**src/rtl/opb_master_pkg.sv**
```systemverilog
`default_nettype none
// ============================================================================
// Module   : opb_master_pkg
// Brief    : Shared types and constants for the single-beat OPB master.
// Revision : 1.0
// ============================================================================
package opb_master_pkg;

    localparam int OPB_AWIDTH  = 32;
    localparam int OPB_DWIDTH  = 32;
    localparam int OPB_BEWIDTH = OPB_DWIDTH / 8;

    typedef enum logic [2:0] {
        IDLE    = 3'd0,
        REQ     = 3'd1,
        XFER    = 3'd2,
        BACKOFF = 3'd3,
        RESP    = 3'd4
    } state_e;

    localparam logic [1:0] ST_OK      = 2'd0;
    localparam logic [1:0] ST_ERR     = 2'd1;
    localparam logic [1:0] ST_TIMEOUT = 2'd2;
    localparam logic [1:0] ST_RETRY   = 2'd3;

endpackage
`default_nettype wire

```
**src/rtl/opb_master_timeout.sv**
```systemverilog
`default_nettype none
// ============================================================================
// Module   : opb_master_timeout
// Brief    : Select-cycle counter with clear, hold and terminal flag.
// Revision : 1.0
// ============================================================================
module opb_master_timeout
    import opb_master_pkg::*;
#(
    parameter int C_TIMEOUT = 16
) (
    input  logic clk_i,
    input  logic rst_ni,
    input  logic clr_i,
    input  logic hold_i,
    output logic expired_o
);

    localparam int              CW   = 8;
    localparam logic [CW-1:0]   LAST = CW'(C_TIMEOUT - 1);

    logic [CW-1:0] cnt_q;
    logic [CW-1:0] cnt_d;

    always_comb begin
        cnt_d = cnt_q;
        if (clr_i) begin
            cnt_d = '0;
        end else if (!hold_i && (cnt_q != LAST)) begin
            cnt_d = cnt_q + 1'b1;
        end
    end

    always_ff @(posedge clk_i or negedge rst_ni) begin
        if (!rst_ni) begin
            cnt_q <= '0;
        end else begin
            cnt_q <= cnt_d;
        end
    end

    // Fires during the C_TIMEOUT-th counted select cycle.
    assign expired_o = !clr_i && !hold_i && (cnt_q == LAST);

endmodule
`default_nettype wire

```
**src/rtl/opb_master_single.sv**
```systemverilog
`default_nettype none
// ============================================================================
// Module   : opb_master_single
// Brief    : Single-beat OPB master with retry, error and timeout handling.
// Revision : 1.0
// ============================================================================
module opb_master_single
    import opb_master_pkg::*;
#(
    parameter int    C_OPB_AWIDTH = 32,
    parameter int    C_OPB_DWIDTH = 32,
    parameter int    C_TIMEOUT    = 16,
    parameter int    C_MAX_RETRY  = 4,
    parameter string C_FAMILY     = "virtex6"
) (
    input  logic                      OPB_Clk,
    input  logic                      OPB_Rst_n,
    output logic                      M_request,
    input  logic                      OPB_MGrant,
    output logic                      M_select,
    output logic [0:C_OPB_AWIDTH-1]   M_ABus,
    output logic [0:C_OPB_DWIDTH/8-1] M_BE,
    output logic [0:C_OPB_DWIDTH-1]   M_DBus,
    output logic                      M_RNW,
    output logic                      M_seqAddr,
    input  logic [0:C_OPB_DWIDTH-1]   OPB_DBus,
    input  logic                      OPB_xferAck,
    input  logic                      OPB_errAck,
    input  logic                      OPB_retry,
    input  logic                      OPB_toutSup,
    input  logic                      cmd_valid,
    output logic                      cmd_ready,
    input  logic                      cmd_rnw,
    input  logic [0:C_OPB_AWIDTH-1]   cmd_addr,
    input  logic [0:C_OPB_DWIDTH/8-1] cmd_be,
    input  logic [0:C_OPB_DWIDTH-1]   cmd_wdata,
    output logic                      rsp_valid,
    input  logic                      rsp_ready,
    output logic [0:C_OPB_DWIDTH-1]   rsp_rdata,
    output logic [1:0]                rsp_status
);

    localparam int AW = C_OPB_AWIDTH;
    localparam int DW = C_OPB_DWIDTH;
    localparam int BW = C_OPB_DWIDTH / 8;

    if ((C_TIMEOUT < 2) || (C_TIMEOUT > 255) || (C_MAX_RETRY < 0) || (C_MAX_RETRY > 15)
        || (AW != OPB_AWIDTH) || (DW != OPB_DWIDTH)) begin : g_param_check
        $error("opb_master_single (%s): parameter out of range", C_FAMILY);
    end

    state_e         state_q, state_d;
    logic [0:AW-1]  addr_q, addr_d;
    logic [0:BW-1]  be_q, be_d;
    logic [0:DW-1]  wdata_q, wdata_d;
    logic           rnw_q, rnw_d;
    logic [3:0]     retry_q, retry_d;
    logic [0:DW-1]  rdata_q, rdata_d;
    logic [1:0]     status_q, status_d;
    logic           tout_clr;
    logic           tout_expired;

    assign tout_clr = (state_q != XFER);

    opb_master_timeout #(
        .C_TIMEOUT (C_TIMEOUT)
    ) u_timeout (
        .clk_i     (OPB_Clk),
        .rst_ni    (OPB_Rst_n),
        .clr_i     (tout_clr),
        .hold_i    (OPB_toutSup),
        .expired_o (tout_expired)
    );

    always_comb begin
        state_d  = state_q;
        addr_d   = addr_q;
        be_d     = be_q;
        wdata_d  = wdata_q;
        rnw_d    = rnw_q;
        retry_d  = retry_q;
        rdata_d  = rdata_q;
        status_d = status_q;
        case (state_q)
            IDLE: begin
                if (cmd_valid) begin
                    addr_d   = cmd_addr;
                    be_d     = cmd_be;
                    wdata_d  = cmd_wdata;
                    rnw_d    = cmd_rnw;
                    retry_d  = '0;
                    rdata_d  = '0;
                    status_d = ST_OK;
                    state_d  = REQ;
                end
            end
            REQ: begin
                if (OPB_MGrant) begin
                    state_d = XFER;
                end
            end
            XFER: begin
                // Acknowledge priority: errAck, xferAck, retry, timeout.
                if (OPB_errAck) begin
                    status_d = ST_ERR;
                    state_d  = RESP;
                end else if (OPB_xferAck) begin
                    if (rnw_q) begin
                        rdata_d = OPB_DBus;
                    end
                    status_d = ST_OK;
                    state_d  = RESP;
                end else if (OPB_retry) begin
                    if (retry_q == 4'(C_MAX_RETRY)) begin
                        status_d = ST_RETRY;
                        state_d  = RESP;
                    end else begin
                        retry_d = retry_q + 4'd1;
                        state_d = BACKOFF;
                    end
                end else if (tout_expired) begin
                    status_d = ST_TIMEOUT;
                    state_d  = RESP;
                end
            end
            BACKOFF: begin
                state_d = REQ;
            end
            RESP: begin
                if (rsp_ready) begin
                    state_d = IDLE;
                end
            end
            default: begin
                state_d = IDLE;
            end
        endcase
    end

    always_ff @(posedge OPB_Clk or negedge OPB_Rst_n) begin
        if (!OPB_Rst_n) begin
            state_q  <= IDLE;
            addr_q   <= '0;
            be_q     <= '0;
            wdata_q  <= '0;
            rnw_q    <= 1'b0;
            retry_q  <= '0;
            rdata_q  <= '0;
            status_q <= ST_OK;
        end else begin
            state_q  <= state_d;
            addr_q   <= addr_d;
            be_q     <= be_d;
            wdata_q  <= wdata_d;
            rnw_q    <= rnw_d;
            retry_q  <= retry_d;
            rdata_q  <= rdata_d;
            status_q <= status_d;
        end
    end

    // Outputs decode from state only, so reset releases the bus without a clock.
    assign M_request  = (state_q == REQ);
    assign M_select   = (state_q == XFER);
    assign M_ABus     = M_select ? addr_q  : '0;
    assign M_BE       = M_select ? be_q    : '0;
    assign M_DBus     = (M_select && !rnw_q) ? wdata_q : '0;
    assign M_RNW      = M_select ? rnw_q   : 1'b0;
    assign M_seqAddr  = 1'b0;
    assign cmd_ready  = (state_q == IDLE);
    assign rsp_valid  = (state_q == RESP);
    assign rsp_rdata  = rsp_valid ? rdata_q  : '0;
    assign rsp_status = rsp_valid ? status_q : ST_OK;

endmodule
`default_nettype wire

```
**config.mk**
```make
export PLATFORM = sky130hd
export DESIGN_NAME = opb_master_single
export DESIGN_NICKNAME = d
export VERILOG_FILES = /design/src/rtl/opb_master_pkg.sv /design/src/rtl/opb_master_timeout.sv /design/src/rtl/opb_master_single.sv
export SDC_FILE = /design/constraint.sdc
export NUM_CORES = 1
export LEC_CHECK = 0
export ABC_AREA = 0
export CAP_MARGIN = 10
export CORE_ASPECT_RATIO = 1.2
export CORE_MARGIN = 2
export CORE_UTILIZATION = 44
export DETAILED_ROUTE_END_ITERATION = 12
export GPL_ROUTABILITY_DRIVEN = 0
export PLACE_DENSITY = 0.92
export SKIP_LAST_GASP = 1
export SYNTH_ARGS = -nofsm -noshare
export SYNTH_HDL_FRONTEND = slang
export SYNTH_HIERARCHICAL = 1
export SYNTH_SLANG_ARGS = --single-unit
```
**constraint.sdc**
```tcl
create_clock -name OPB_Clk -period 2.3 [get_ports OPB_Clk]
set_clock_uncertainty 0.05 [all_clocks]
set_input_delay 0.46 -clock OPB_Clk [delete_from_list [all_inputs] [get_ports OPB_Clk]]
set_output_delay 0.46 -clock OPB_Clk [all_outputs]
set_load 0.02 [all_outputs]
```
==> flow_summary.ini, run 1 <==
[status]
outcome = finished, violations left
violations = negative setup slack

[global_routing]
grt_max_degree = 66
grt_pass1_wl_um = 24870
grt_pass1_vias = 5045
grt.overflow.total = 0
grt_use_total = 0.2341
antenna_found_initial = 0

[logic_synthesis]
synth_edf_count = 0
syn-num-nets = 627
synthTopCellsByArea = dfrtp_1 (53%), mux2_1 (14%), and2_1 (7.5%)
seq_area_frac_synth = 0.5271
synth_top_area_share = 0.5271
yosysTopAreaCell = dfrtp_1
avgSynthCellArea_sq_um = 10.90
ys_types = 45
yosysWarnings = 6
async_reset_ff_frac = 1.000
netlist_instances = 514
ys_ff_latch = 118
synthesis.area_sq_um = 5602
synthFlopType = dfrtp_1

[worst_setup_path]
crit_slowest_cell = dfrtp_1
cp_max_fo = 6
end_kind = output pin
max_stage_delay_ps = 410
cp-start-kind = register
crit_arrival_ps = 1880
worst-setup-path-type = register to output pin
required_ps = 1790
worstPathCellList = nor2_4 -> and2_4 -> inv_4 -> nor2_4 -> buf_12 -> buf_16 -> buf_6 -> and2_4 -> buf_6

[place]
numPlacedInstances = 870
portBuffers = 216
hpwl_um = 10690

[routing]
postRouteAntennaNets = 0
drtPass1Iterations = 4
via_per_inst = 5.156
drc = 0
drt_iter0_markers = 206
num_vias = 4738
wl_per_cell_um = 17.56
drt-total-wl_um = 16140

[clock_network]
clkTransAtPathRegs_ps = 60
cts-buffers-inserted = 17
clkLatencyLatePin_ps = 400
htree_levels = 4
ctsRootBufferMaster = clkbuf_16
cts.sinks = 118
clockBufferDepth = 2
cts_tree = yes

[cells_and_area]
diodes = 0
drive_gt1_frac = 0.2265
instances_no_fill = 919
fin_util = 0.7025
area_delta_synth_final_pct = 57.47
fin_nets = 855

[floorplanning]
die_area_sq_um = 13650
start_util = 0.4461
ioPinCount = 218
die_x_um = 107
die_height_um = 127.6
row_count = 45
core-area_sq_um = 12560

[sta]
max_freq_ghz = 0.4177
hold_violations = 0
min_period_over_period = 1.041
min_period_ps = 2394
finalSetupViolations = 45
rsz0062_at_grt = yes
drv_slew = 0
layout_setup_ws_ps = -93.81

[power]
irDropWorstVdd_uv = 645.1
fin_total_pwr_mw = 9.826
cellLeakagePower_nw = 4.621
power_density_nw_per_um2 = 1114

[flow_run]
drv_cap = 0

[min_path]
min_path_type = register to register
-- kinds of logic (layout without fill, tap and decap cells) --
kind of cell	count (synthesis)	count (layout)	synth area share
AO/OA/AOI/OAI	55	55	0.05539
adder cells (fa/ha/maj)	3	3	0.006702
flip-flops	118	118	0.5271
other	1	1	0.0006694
buffers and inverters	42	283	0.04177
multiplexers	77	77	0.1561
AND/OR/NAND/NOR	218	218	0.2122
-- flip-flops by register name, indices dropped and copies added, names as in the netlist --
| name | flops |
|---|---|
| u_timeout/cnt_q | 8 |
| retry_q | 4 |
| wdata_q | 32 |
| rdata_q | 32 |
| status_q | 2 |
| addr_q | 32 |
| rnw_q | 1 |
| be_q | 4 |
| state_q | 3 |
-- Yosys cell counts (4+ instances only) --
library cell    n
mux2_1         68
nor2b_1         5
and2_1         67
buf_2           7
a31oi_1         4
dfrtp_1       118
a21oi_1         5
buf_6           8
clkbuf_1       18
nor2_1         12
o21ai_0        35
and3_1         40
inv_1           4
nand2_1        70
-- cells in the final DEF (no fill, tap or decap), types with 4 or more instances in the layout --
master / instances
o21ai_0: 35
dlymetal6s2s_1: 31
dfrtp_1: 117
nand2_1: 70
inv_1: 4
clkdlybuf4s50_1: 108
buf_2: 28
clkdlybuf4s15_1: 6
bufinv_16: 4
a21oi_1: 5
buf_12: 9
buf_6: 31
and2_4: 23
mux2_1: 68
clkbuf_16: 17
nor2_1: 11
nor2b_1: 5
and3_1: 40
buf_4: 25
and2_1: 45
-- final cells by class --
| class | instances | area (sq um) |
|---|---|---|
| fillers | 881 | 3735 |
| flip-flops and latches | 118 | 2954 |
| repair buffers | 246 | 2510 |
| multi-input cells | 354 | 2504 |
| clock buffers | 17 | 425.4 |
| well taps | 164 | 205.2 |
| clock inverters | 15 | 201.4 |
| inverters | 5 | 21.27 |
-- critical path: cells and delay by family (launching register included) --
kind | cells | cell delay [ps]
buffers and inverters | 5 | 490
flip-flops | 1 | 410
AND/OR/NAND/NOR | 4 | 580
-- worst paths after layout --
| check | slack, ps | cells past startpoint | start | to |
|---|---|---|---|---|
| max | -90 | 9 | state_q[0] | M_DBus[24] |
| min | 430 | 2 | rdata_q[10] | rdata_q[10] |
| max reg2reg | 160 | 10 | state_q[0] | status_q[0] |
| min reg2reg | 430 | 2 | rdata_q[10] | rdata_q[10] |
| max in group asynchronous | 1010 | 3 | OPB_Rst_n | u_timeout/cnt_q[6] |
| min in group asynchronous | 480 | 2 | OPB_Rst_n | addr_q[21] |
-- through the flow --
step / setup TNS [ps] / setup slack [ps] / cell area, sq um / hold slack [ps]
2_1_floorplan: 0 / 257.0 / 5602 / 114.4
3_3_place_gp: 0 / 46.95 / 7935 / 335.0
3_5_place_dp: -4.103 / -4.103 / 7935 / 347.9
4_1_cts: -9762 / -229.7 / 8763 / 426.5
5_1_grt: -5476 / -160.8 / 8821 / 450.3
6_report: -1272 / -93.81 / 8821 / 425.3
-- per-layer routing --
| metal | track usage | part of all wire |
|---|---|---|
| met1 | 0.2488 | 0.37 |
| met2 | 0.4290 | 0.54 |
| met4 | 0.1070 | 0.027 |
| met3 | 0.06276 | 0.057 |
| met5 | 0 | 0 |
-- report_power, final --
group | internal (mW) | leakage [nW] | switching (mW) | total [mW]
Combinational | 1.71 | 2.84 | 1.79 | 3.50
Sequential | 3.02 | 1.48 | 0.510 | 3.53
Clock | 1.82 | 0.300 | 0.977 | 2.80
Total | 6.55 | 4.62 | 3.27 | 9.83
-- timing repair --
| item | in CTS | in global routing |
|---|---|---|
| hold endpoints to repair | 24 | 0 |
| cloned | 3 | 0 |
| gates resized for setup | 301 | 116 |
| setup endpoints to repair | 106 | 103 |
| hold buffers | 1 | 0 |
| setup buffers | 9 | 4 |
| pin swaps | 3 | 9 |
Power figures use the tool's default switching activity.
==> run 2: changes to the inputs <==
Settings changed: CORE_MARGIN 2 to unset, SETUP_SLACK_MARGIN set to 0.5.
==> flow_summary.ini, run 2 (synthesis gave the netlist of run 1 again) <==
[routing]
drtPass1Iterations = 6
drt-total-wl_um = 25590
wl_per_cell_um = 26.39
postRouteAntennaNets = 0
drt_iter0_markers = 356
drc = 0
num_vias = 5723
via_per_inst = 5.900

[floorplanning]
ioPinCount = 218
die_x_um = 105
core-area_sq_um = 12280
die_height_um = 125.6
die_area_sq_um = 13190
start_util = 0.4563
row_count = 44

[sta]
finalSetupViolations = 98
hold_violations = 2
rsz0062_at_grt = yes
drv_slew = 0
min_period_ps = 2433
slew_headroom = 0.5855
layout_setup_ws_ps = -132.9
min_period_over_period = 1.058
whs_ps = -1.517
max_freq_ghz = 0.4110
tightest_slew_ps = 621.7

[clock_network]
cts-buffers-inserted = 17
cts.sinks = 118
cts_tree = yes
clkTransAtPathRegs_ps = 70
ctsRootBufferMaster = clkbuf_16
clkLatencyLatePin_ps = 420
htree_levels = 4
clockBufferDepth = 2

[power]
p_seq_frac = 0.277
cellLeakagePower_nw = 4.930
power_density_nw_per_um2 = 1301
p_sw_mw = 4.924
power_frac_clock = 0.210
irDropWorstVdd_uv = 786.4
power.internal_mw = 8.991
sw_frac_of_total = 0.3539
combPwrFrac = 0.513
fin_total_pwr_mw = 13.91

[cells_and_area]
area_delta_synth_final_pct = 90.98
diodes = 0
fin_nets = 909
final_cell_mix = dfrtp_1 (117), clkdlybuf4s50_1 (108), buf_6 (93)
drive_gt1_frac = 0.5340
final_common_cell = dfrtp_1
top_regs = addr_q: 32 flops, rdata_q: 32 flops, wdata_q: 32 flops
fin_area_sq_um = 10700

[worst_setup_path]
end_kind = output pin
required_ps = 1790
cp_max_fo = 9
worst-setup-path-type = register to output pin
cp-start-kind = register
crit_arrival_ps = 1920

[global_routing]
grt_pass1_vias = 5533
grt_max_degree = 45
grt_use_total = 0.3005
grt_pass1_wl_um = 30100
antenna_found_initial = 1
grt.overflow.total = 0

[place]
portBuffers = 216
hpwl_um = 10640
dpl_cell_area_sq_um = 8028

[min_path]
min_path_type = primary input to asynchronous set/reset pin

[status]
outcome = finished, violations left
violations = negative hold slack, negative setup slack

[flow_run]
drv_cap = 0
==> run 2: cell types whose count changed in the layout (fill, tap and decap cells not counted), sizes merged <==
cell / before / now
clkinv: 5 / 4
inv: 8 / 6
buf: 96 / 180
dlygate4sd2: 2 / 0
dlygate4sd3: 1 / 0
bufbuf: 0 / 2
clkbuf: 18 / 30
dlygate4sd1: 1 / 0
clkdlybuf4s15: 6 / 0
dlymetal6s2s: 31 / 0
==> run 2: worst max-delay path, cell delays in order (launching register included) <==
cell and delay, ps:
dfrtp_1 420, buf_4 160, buf_8 140, nand2b_4 70, nor2_4 130, buf_12 140, clkbuf_16 150, and2_1 150
buf_4 140
==> run 2: path summary, 6_finish.rpt <==
kind / from / to / slack [ps] / cells past startpoint
setup reg to reg: state_q[2] / rnw_q / -20 / 12
setup / recovery: state_q[2] / rsp_rdata[26] / -130 / 8
hold / removal: OPB_Rst_n / be_q[1] / -2 / 1
min in group OPB_Clk: rdata_q[8] / rdata_q[8] / 440 / 2
max in group asynchronous: OPB_Rst_n / rdata_q[26] / 1520 / 2
hold reg to reg: rdata_q[8] / rdata_q[8] / 440 / 2
==> run 2: cell type report <==
class / count / area [sq um]
sequential: 118 / 2954
clock buffer: 20 / 456.7
multi-input combinational: 354 / 3254
inverter: 5 / 23.77
clock inverter: 12 / 175.2
fill: 500 / 1579
tap: 161 / 201.4
timing repair buffer: 300 / 3632
==> run 2: power groups by stage <==
stage               clock (mW)  sequential [mW]  combinational [mW]
detailed placement           0             3.52                3.29
global placement             0             3.45                3.15
floorplan                    0             3.32                2.17
global route              3.02             3.89                7.36
finish                    2.92             3.85                7.14
CTS                       2.83             3.53                5.04
==> run 2: metrics by stage <==
step | cells | util | hold slack (ps) | setup WS [ps] | setup TNS [ps]
finish | 970 | 0.8714 | -1.517 | -132.9 | -8480
global route | 970 | 0.8714 | 44.10 | -178.9 | -11510
CTS | 940 | 0.7905 | 19.89 | -79.36 | -2768
detailed placement | 871 | 0.6539 | 412.1 | -1.574 | -1.574
global placement | 871 | 0.6539 | 407.3 | 66.63 | 0
floorplan | 514 | - | 114.4 | 346.6 | 0
==> run 2: what timing repair did <==
item                                    in CTS  in global routing
resized for setup                          510                376
hold buffers                                 0                  0
pin swaps                                    1                 50
endpoints found under the setup margin     214                215
gates cloned                                17                 14
buffers inserted                            20                 16
==> run 2: per-layer routing <==
| layer | share of wire | track usage | up-vias |
|---|---|---|---|
| met5 | 0.00051 | 0 | - |
| met4 | 0.069 | 0.1649 | 2 |
| met3 | 0.065 | 0.07351 | 146 |
| met2 | 0.52 | 0.5310 | 398 |
| met1 | 0.35 | 0.3305 | 2852 |
| li1 | - | - | 2325 |
==> run 3: changes to the inputs <==
Settings changed: CORE_UTILIZATION 44 to 40, PLACE_DENSITY 0.92 to 0.85.
Clock period 2.3 ns to 2.6 ns, I/O delays scaled along.
==> flow_summary.ini, run 3 (synthesis gave the netlist of run 1 again) <==
[routing]
drt_iter0_markers = 236
drt-total-wl_um = 15540
via_per_inst = 5.004
wl_per_cell_um = 16.71
num_vias = 4654
postRouteAntennaNets = 0
drc = 0
drtPass1Iterations = 6

[clock_network]
clkLatencyLatePin_ps = 410
htree_levels = 4
ctsRootBufferMaster = clkbuf_16
clockBufferDepth = 2
cts-buffers-inserted = 17
cts.sinks = 118
cts_tree = yes
clkTransAtPathRegs_ps = 50

[cells_and_area]
top_regs = addr_q: 32 flops, rdata_q: 32 flops, wdata_q: 32 flops
final_common_cell = dfrtp_1
area_delta_synth_final_pct = 60.24
nFillCells = 1061
diodes = 0
multiInputGateArea_sq_um = 2584
ff_latch_area_sq_um = 2954
final_cell_mix = dfrtp_1 (117), clkdlybuf4s50_1 (108), nand2_1 (70)
fin_util = 0.6523
drive_gt1_frac = 0.3004
fin_nets = 859

[sta]
fin_setup_tns_ps = 0
rsz0062_at_grt = yes
min_period_over_period = 0.9164
layout_setup_ws_ps = 217.4
drv_slew = 0
finalSetupViolations = 0
max_freq_ghz = 0.4197
hold_violations = 0
min_period_ps = 2383

[place]
place_ws_ps = 224.3
hpwl_um = 10240
portBuffers = 216

[global_routing]
grt.overflow.total = 0
grt_max_degree = 68
grt_pass1_wl_um = 23030
grt_use_total = 0.2088
antenna_found_initial = 0
grt_pass1_vias = 4593

[floorplanning]
ioPinCount = 218
die_x_um = 110.0
core-area_sq_um = 13760
die_height_um = 131.6
start_util = 0.4071
row_count = 47
die_area_sq_um = 14480

[worst_setup_path]
rr_endpoint = status_q[0]
max_stage_delay_ps = 410
reg2reg_depth = 8
reg2reg_setup_slack_ps = 660
worstPathCellList = nor2_4 -> and2_4 -> inv_4 -> nor2_4 -> buf_6 -> buf_16 -> and2_1 -> buf_4
reg2reg_from = u_timeout/cnt_q[0]
required_ps = 2030
crit_path_frequent_cell = nor2_4
crit_arrival_ps = 1810
cp-start-kind = register
cpLargestDelayFamily = simple AND/OR/NAND/NOR gates
crit_slowest_cell = dfrtp_1
critPathBufInv = 4
end_kind = output pin
cp_max_fo = 16
worst-setup-path-type = register to output pin

[power]
cellLeakagePower_nw = 4.062
power_density_nw_per_um2 = 989.7
irDropWorstVdd_uv = 546.8

[min_path]
holdPathStages = 2
holdPathEnd = rdata_q[4]
min_path_type = register to register
hp-start = rdata_q[4]

[status]
outcome = completed

[flow_run]
drv_cap = 0
## run 3: changes by cell type in the layout (fill, tap and decap cells not counted), moves of 24 or more
cell,before,now
mux2_4,69,3
mux2_1,3,68
buf_6,93,51
clkdlybuf4s15_2,0,33
o21ai_0,10,35
nand2_1,46,70
## run 3: area by class of cell
type	count	share of cell area
sequential	118	0.3291
timing repair buffer	250	0.2911
multi-input combinational	354	0.2878
clock buffer	20	0.04865
tap	171	0.02384
clock inverter	12	0.01715
inverter	5	0.002370
## run 3: through the flow
step	hold WS, ps	area [sq um]	total power [mW]	instances
floorplan	174.4	5602	4.783	514
CTS	424.6	8615	8.357	916
global placement	363.0	7951	5.797	878
detailed placement	366.3	7951	5.965	878
global route	436.9	8976	9.377	930
finish	421.5	8976	8.884	930
## run 3: worst max-delay path by stage
stage / end / cells past startpoint / start
2_1_floorplan: rsp_rdata[1] / 5 / state_q[1]
4_1_cts: rsp_status[0] / 6 / state_q[2]
3_5_place_dp: rsp_status[1] / 6 / state_q[2]
6_report: M_DBus[26] / 8 / state_q[2]
5_1_grt: M_DBus[26] / 8 / state_q[2]
3_3_place_gp: rsp_status[1] / 6 / state_q[2]
## run 3: layer usage
| metal | up-vias | global-route usage | share of wire |
|---|---|---|---|
| met5 | - | 0 | 0 |
| met4 | 0 | 0.08074 | 0.018 |
| met3 | 22 | 0.06548 | 0.063 |
| met2 | 157 | 0.3545 | 0.53 |
| met1 | 2281 | 0.2405 | 0.39 |
| li1 | 2194 | - | - |
## run 3: worst register-to-register path, stage by stage, from the launching register on
cell and delay, ps:
dfrtp_1 390, ha_1 220, and4b_1 280, nand2_1 120
nor3_2 150, nor4_1 80, a31oi_2 250, o21ai_0 120
a22o_1 180
## run 3: power by group
part	switching (mW)	total, mW	internal [mW]
registers	0.434	3.11	2.67
logic	1.68	3.42	1.74
clock network	0.846	2.35	1.51
total	2.96	8.88	5.92
## run 3: repair_timing
action | CTS | global route
hold endpoints to repair | 18 | 0
setup endpoints to repair | 107 | 109
gates resized for setup | 333 | 212
setup buffers | 4 | 8
pin swaps | 2 | 15
hold buffers | 1 | 0
gates cloned | 1 | 6
